[src/rtl/serial_adder.sv]
// Multi-cycle adder/subtractor: consumes DIGIT bits per clock, LSB digit first,
// through a registered carry; reports sum, carry-out and signed overflow with a done pulse.
module serial_adder #(
  parameter int WIDTH = 8,
  parameter int DIGIT = 1
) (
  input  logic             clk,
  input  logic             rst_n,
  input  logic             start,
  input  logic             sub,
  input  logic [WIDTH-1:0] ip1,
  input  logic [WIDTH-1:0] ip2,
  input  logic             cin,
  output logic             busy,
  output logic             done,
  output logic [WIDTH-1:0] sum,
  output logic             carry,
  output logic             ovf
);

  localparam int NSTEP = WIDTH / DIGIT;
  localparam int SW = $clog2(NSTEP + 1);
  localparam logic [SW-1:0] LAST = SW'(NSTEP - 1);

  typedef enum logic {IDLE, RUN} state_t;

  state_t                 state;
  logic [WIDTH-1:0]       a_q;
  logic [WIDTH-1:0]       b_q;
  logic [WIDTH-1:0]       acc_q;
  logic                   c_q;
  logic [SW-1:0]          step_q;

  logic [DIGIT:0]         dsum;
  logic [WIDTH+DIGIT-1:0] acc_cat;
  logic [WIDTH-1:0]       acc_next;
  logic                   msb_cin;

  // Carry into the top bit of the digit is recovered from sum ^ a ^ b, which
  // on the final digit is the carry into bit WIDTH-1.
  always_comb begin
    dsum     = {1'b0, a_q[DIGIT-1:0]} + {1'b0, b_q[DIGIT-1:0]} + {{DIGIT{1'b0}}, c_q};
    acc_cat  = {dsum[DIGIT-1:0], acc_q};
    acc_next = acc_cat[WIDTH+DIGIT-1:DIGIT];
    msb_cin  = dsum[DIGIT-1] ^ a_q[DIGIT-1] ^ b_q[DIGIT-1];
  end

  always_ff @(posedge clk) begin
    if (!rst_n) begin
      state  <= IDLE;
      a_q    <= '0;
      b_q    <= '0;
      acc_q  <= '0;
      c_q    <= 1'b0;
      step_q <= '0;
      busy   <= 1'b0;
      done   <= 1'b0;
      sum    <= '0;
      carry  <= 1'b0;
      ovf    <= 1'b0;
    end else begin
      done <= 1'b0;
      case (state)
        IDLE: begin
          if (start) begin
            a_q    <= ip1;
            b_q    <= sub ? ~ip2 : ip2;
            c_q    <= sub ? 1'b1 : cin;
            step_q <= '0;
            busy   <= 1'b1;
            state  <= RUN;
          end
        end
        RUN: begin
          acc_q  <= acc_next;
          c_q    <= dsum[DIGIT];
          a_q    <= a_q >> DIGIT;
          b_q    <= b_q >> DIGIT;
          step_q <= step_q + 1'b1;
          if (step_q == LAST) begin
            sum   <= acc_next;
            carry <= dsum[DIGIT];
            ovf   <= msb_cin ^ dsum[DIGIT];
            done  <= 1'b1;
            busy  <= 1'b0;
            state <= IDLE;
          end
        end
        default: state <= IDLE;
      endcase
    end
  end

endmodule

[config.mk]
export PLATFORM = sky130hd
export DESIGN_NAME = serial_adder
export DESIGN_NICKNAME = d
export VERILOG_FILES = /design/src/rtl/serial_adder.sv
export SDC_FILE = /design/constraint.sdc
export NUM_CORES = 1
export LEC_CHECK = 0
export ABC_AREA = 1
export BUFFER_PORTS_ARGS = -buffer_cell sky130_fd_sc_hd__buf_2
export CORE_ASPECT_RATIO = 0.5
export CORE_MARGIN = 2
export CORE_UTILIZATION = 35
export CTS_CLUSTER_DIAMETER = 200
export CTS_CLUSTER_SIZE = 14
export DETAILED_ROUTE_END_ITERATION = 7
export PLACE_DENSITY = 0.59
export SLEW_MARGIN = 0
export SYNTH_ARGS = -nofsm -noshare
export SYNTH_HDL_FRONTEND = slang
export SYNTH_SLANG_ARGS = --single-unit
[constraint.sdc]
create_clock -name clk -period 1.5 [get_ports clk]
set_input_delay 0.15 -clock clk [delete_from_list [all_inputs] [get_ports clk]]
set_output_delay 0.15 -clock clk [all_outputs]
set_load 0.1 [all_outputs]
==> After elaboration in Yosys (flattened, before gate mapping) <==
Cells that the tools add are included.
{ "op_classes": {"n_addsub": 3, "eq_ne": 3, "muxes": 17, "n_bitwise": 5, "n_reduce_logical": 3} }
{ "ops": {"columns": ["operator", "count"], "rows": [
  ["8-bit one-hot mux with 2 select lines", 2],
  ["8-bit two-way mux", 3],
  ["8-bit inverter", 1],
  ["4-bit one-hot mux with 2 select lines", 1],
  ["1-bit two-way mux", 7],
  ["1-bit one-hot mux with 2 select lines", 3],
  ["2-bit AND reduction", 3],
  ["4-bit by 1-bit adder with 4-bit output, second input constant", 1],
  ["4-bit by 3-bit == test with 1-bit output, second input constant", 1],
  ["4-bit two-way mux", 1],
  ["1-bit XOR", 3],
  ["1-bit by 1-bit adder with 2-bit output", 1],
  ["2-bit by 1-bit adder with 2-bit output", 1],
  ["2-bit by 1-bit != test with 1-bit output, second input constant", 1],
  ["2-bit != test, second input constant", 1],
  ["1-bit inverter", 1]
]} }
{ "totals": {"register_bits": 42, "inputBits": 21, "output_inout_bits": 12} }

==> Depth between registers and ports, before layout <==
{ "depth": {"word_depth": 5, "ltp_mapped": 7, "ltp_nobuf": 7} }

==> Least setup slack after synthesis <==
OpenSTA, ideal clock, no wires.
{ "synth_timing": {"kind": "register to register", "start": "register a_q[0]", "end": "register ovf", "t_arrival_ns": 1.205, "required_time_ns": 1.385, "path_slack_ns": 0.180, "stages_incl_launch_ff": 7, "synth_period_minus_slack_ns": 1.320, "cell_sequence": "dfxtp_1 -> fa_1 -> nor2_1 -> nor2_1 -> nand2_1 -> nand3_1 -> nand2_1"} }
{ "synth_via": {"elab_chain_len": 5} }
{ "synth_rtl": {"columns": ["item", "line_no", "rtl"], "rows": [
  ["from (decl)", "28", "logic [WIDTH-1:0] a_q;"],
  ["from (signal assigned)", "66", "a_q <= ip1;"],
  ["from (signal assigned)", "77", "a_q <= a_q >> DIGIT;"],
  ["1-bit by 1-bit adder with 2-bit output", "42", "dsum = {1'b0, a_q[DIGIT-1:0]} + {1'b0, b_q[DIGIT-1:0]} + {{DIGIT{1'b0}}, c_q};"],
  ["2-bit by 1-bit adder with 2-bit output", "42", null],
  ["via dsum[0]", "34", "logic [DIGIT:0] dsum;"],
  ["1-bit XOR (2 in series)", "45", "msb_cin = dsum[DIGIT-1] ^ a_q[DIGIT-1] ^ b_q[DIGIT-1];"],
  ["1-bit XOR", "83", "ovf <= msb_cin ^ dsum[DIGIT];"],
  ["to (signal assigned)", "83", null],
  ["to (decl)", "18", "output logic ovf"]
]} }
The timed path passes the listed nets, and every way through them passes these cells.
A chain may end at the register's enable or synchronous reset.

==> Final worst setup path <==
Same ends and word-level chain as after synthesis.

==> run summary <==
Bufs and invs on worst path: 0
final net count: 325
max-cap violations: 0
initial DRC count: 62
Mapped Nets: 289
Synth Instances: 266
Critical Path Max Stage Delay: 0.60 ns
synth top area cells: dfxtp_1 44%, nand2_1 22%, nor2_1 5.2%, inv_1 4.8%, a21oi_1 3.8%
number of remaining DRC errors: 0
share of the synthesized area in the top cell type: 44.0%
Detail Placement HPWL: 2590 µm
worst-case vdd ir drop: 410 µV
number of CTS-inserted buffers: 5
end of the worst hold path: a_q[7]
CP startpoint: a_q[0]
worst hold path type: in -> reg
startpoint types: register
depth of the most critical reg-to-reg path: 6
postcts setup bufs: 0
share of layout cells above drive strength 1: 19.1%
CP top delay family: adder cells
Tot GR Track Use: 13.3%
Hold Crit Start: ip1[7]
first-pass GRT wire length: 6400 µm
Setup CP Type: reg -> reg
power per cell area: 1070 nW/µm²
Reg clk slew, reported paths: 0.08 ns
I/O pin count: 33
Final Total Pwr: 2.37 mW
Final ANT Viol Nets: 0
ant diodes: 0
max frequency: 0.726 GHz
Yosys reg bits: 41
Slew Limit Headroom: 67.9%
Layout Cells excl Fill: 373
critical path cell sequence: fa_2 > nor2_1 > nor2_1 > nand2_1 > nand3_1 > nand2_1
Worst setup EP type: register
port bufs: 32
Syn. warnings: 0
Starting Density: 37.2%
num rows: 18
Worst EP arrival: 1.57 ns
vias in the first global route: 1486
Hold Slack: 0.111 ns
Leakage: 1.14 nW
per-cell routed wire length: 9.68 µm
setup TNS: 0 ns
CTS sink cnt: 41
flop-to-flop setup slack: 0.12 ns
clk_lat worst skew: 0.28 ns
Clock Root Buffer: clkbuf_8
hold_buf cts: 0
gp weighted congestion: 0.736
outcome: completed
cell area after synthesis: 1870 µm²
Mean Syn Cell Area: 7.02 µm²
vias after detailed routing: 1593
Final min period: 1.38 ns
hold path depth: 3
CP Max Fanout: 5
drt pass-1 iters: 4
die area: 5970 µm²
final critical-path share of the clock period: 91.8%
Final Hold Viols: 0
Cells after DPL: 365
Core Region: 5020 µm²
largest net degree at the start of global routing: 21
most common cell after layout, fill and taps aside: nand2_1
WP data required: 1.69 ns
RSZ-0062 raised after global routing: no
initial antenna violation count: 0
Remaining Overflow, GRT: 0
count of final max-slew check failures: 0
endpoints failing setup: 0
Post-Route WL: 3610 µm
Fill cells: 544
Synth-to-Final Area Change: 18.2%
Worst R2R End: ovf
Via density: 4.27
Reg-to-Reg Start: a_q[0]
post-synth top area cell: dfxtp_1
Die Width: 107 µm
post-synthesis sequential area ratio: 44.0%
most frequent cells in the layout: 111 x nand2_1, 40 x dfxtp_1, 32 x buf_2
clock buffer depth: 2
H-tree levels: 2
Multi-input gate area: 840 µm²
Worst Tran Pin Value: 0.484 ns
Distinct cells, synth: 20
Die Height: 55.6 µm
Slowest cell on crit path: fa_2
sequential cell area: 822 µm²
TritonCTS clock tree: done
clk_skew: 0.00633 ns
## worst max path at each step
stage,to,cells past startpoint,slack (ns)
2_1_floorplan,ovf,6,0.18
3_3_place_gp,ovf,6,0.14
3_5_place_dp,ovf,6,0.1
4_1_cts,ovf,6,0.09
5_1_grt,ovf,6,0.04
6_report,ovf,6,0.12
## tightest hold or removal path: cells and delay by family
family	cells	cell delay (ns)
buf+inv	1	0.10
simple gates	1	0.05
compound gates	1	0.05
## per-stage QoR
step	setup WS, ns	utilization, %	instance area (µm²)
2_1_floorplan	0.180	-	1870
3_3_place_gp	0.144	41.5	2090
3_5_place_dp	0.0981	41.5	2090
4_1_cts	0.0850	43.8	2200
5_1_grt	0.0395	43.9	2210
6_report	0.123	43.9	2210
## flip-flops by register name (all words and copies together), names as in the netlist
signal	cells
a_q	8
b_q	8
sum	8
acc_q	7
step_q	4
busy	1
c_q	1
carry	1
done	1
ovf	1
state	1
## power breakdown
part	switching, mW	internal (mW)	leakage [nW]
Sequential	0.0313	1.14	0.335
Combinational	0.172	0.115	0.751
Clock	0.368	0.543	0.0585
Total	0.572	1.79	1.14
## kinds of logic after synthesis
kind of cell | count (synthesis) | synth area share [%]
AO/OA/AOI/OAI | 31 | 9.58
adder cells (fa/ha/maj) | 2 | 1.74
buffers and inverters | 38 | 11.2
flip-flops | 41 | 44.0
AND/OR/NAND/NOR | 154 | 33.5
## Yosys cell counts, drive strengths merged
master  instances
nand2         113
dfxtp          41
nor2           28
inv            26
a21oi          15
buf            12
nand3          12
a21boi          8
o21ai           8
fa              1
ha              1
or2             1
## repair_timing
action                                  CTS  global route
resized for setup                         0             2
hold endpoints to repair                  0             0
endpoints found under the setup margin    0             1
## area by class of cell
cell class / instances / share of cell area [%]
inverters: 26 / 4.54
flip-flops and latches: 41 / 37.3
multi-input cells: 187 / 38.1
clock buffers: 7 / 3.91
well taps: 70 / 3.97
clock inverters: 1 / 1.36
repair buffers: 41 / 10.9
## metal layers
| metal | share of wire [%] | GRT usage (%) |
|---|---|---|
| met5 | 0 | 0 |
| met4 | 0.75 | 4.08 |
| met3 | 3.6 | 3.51 |
| met2 | 45 | 22.2 |
| met1 | 50 | 16.9 |
(Power assumes the default switching activity.)
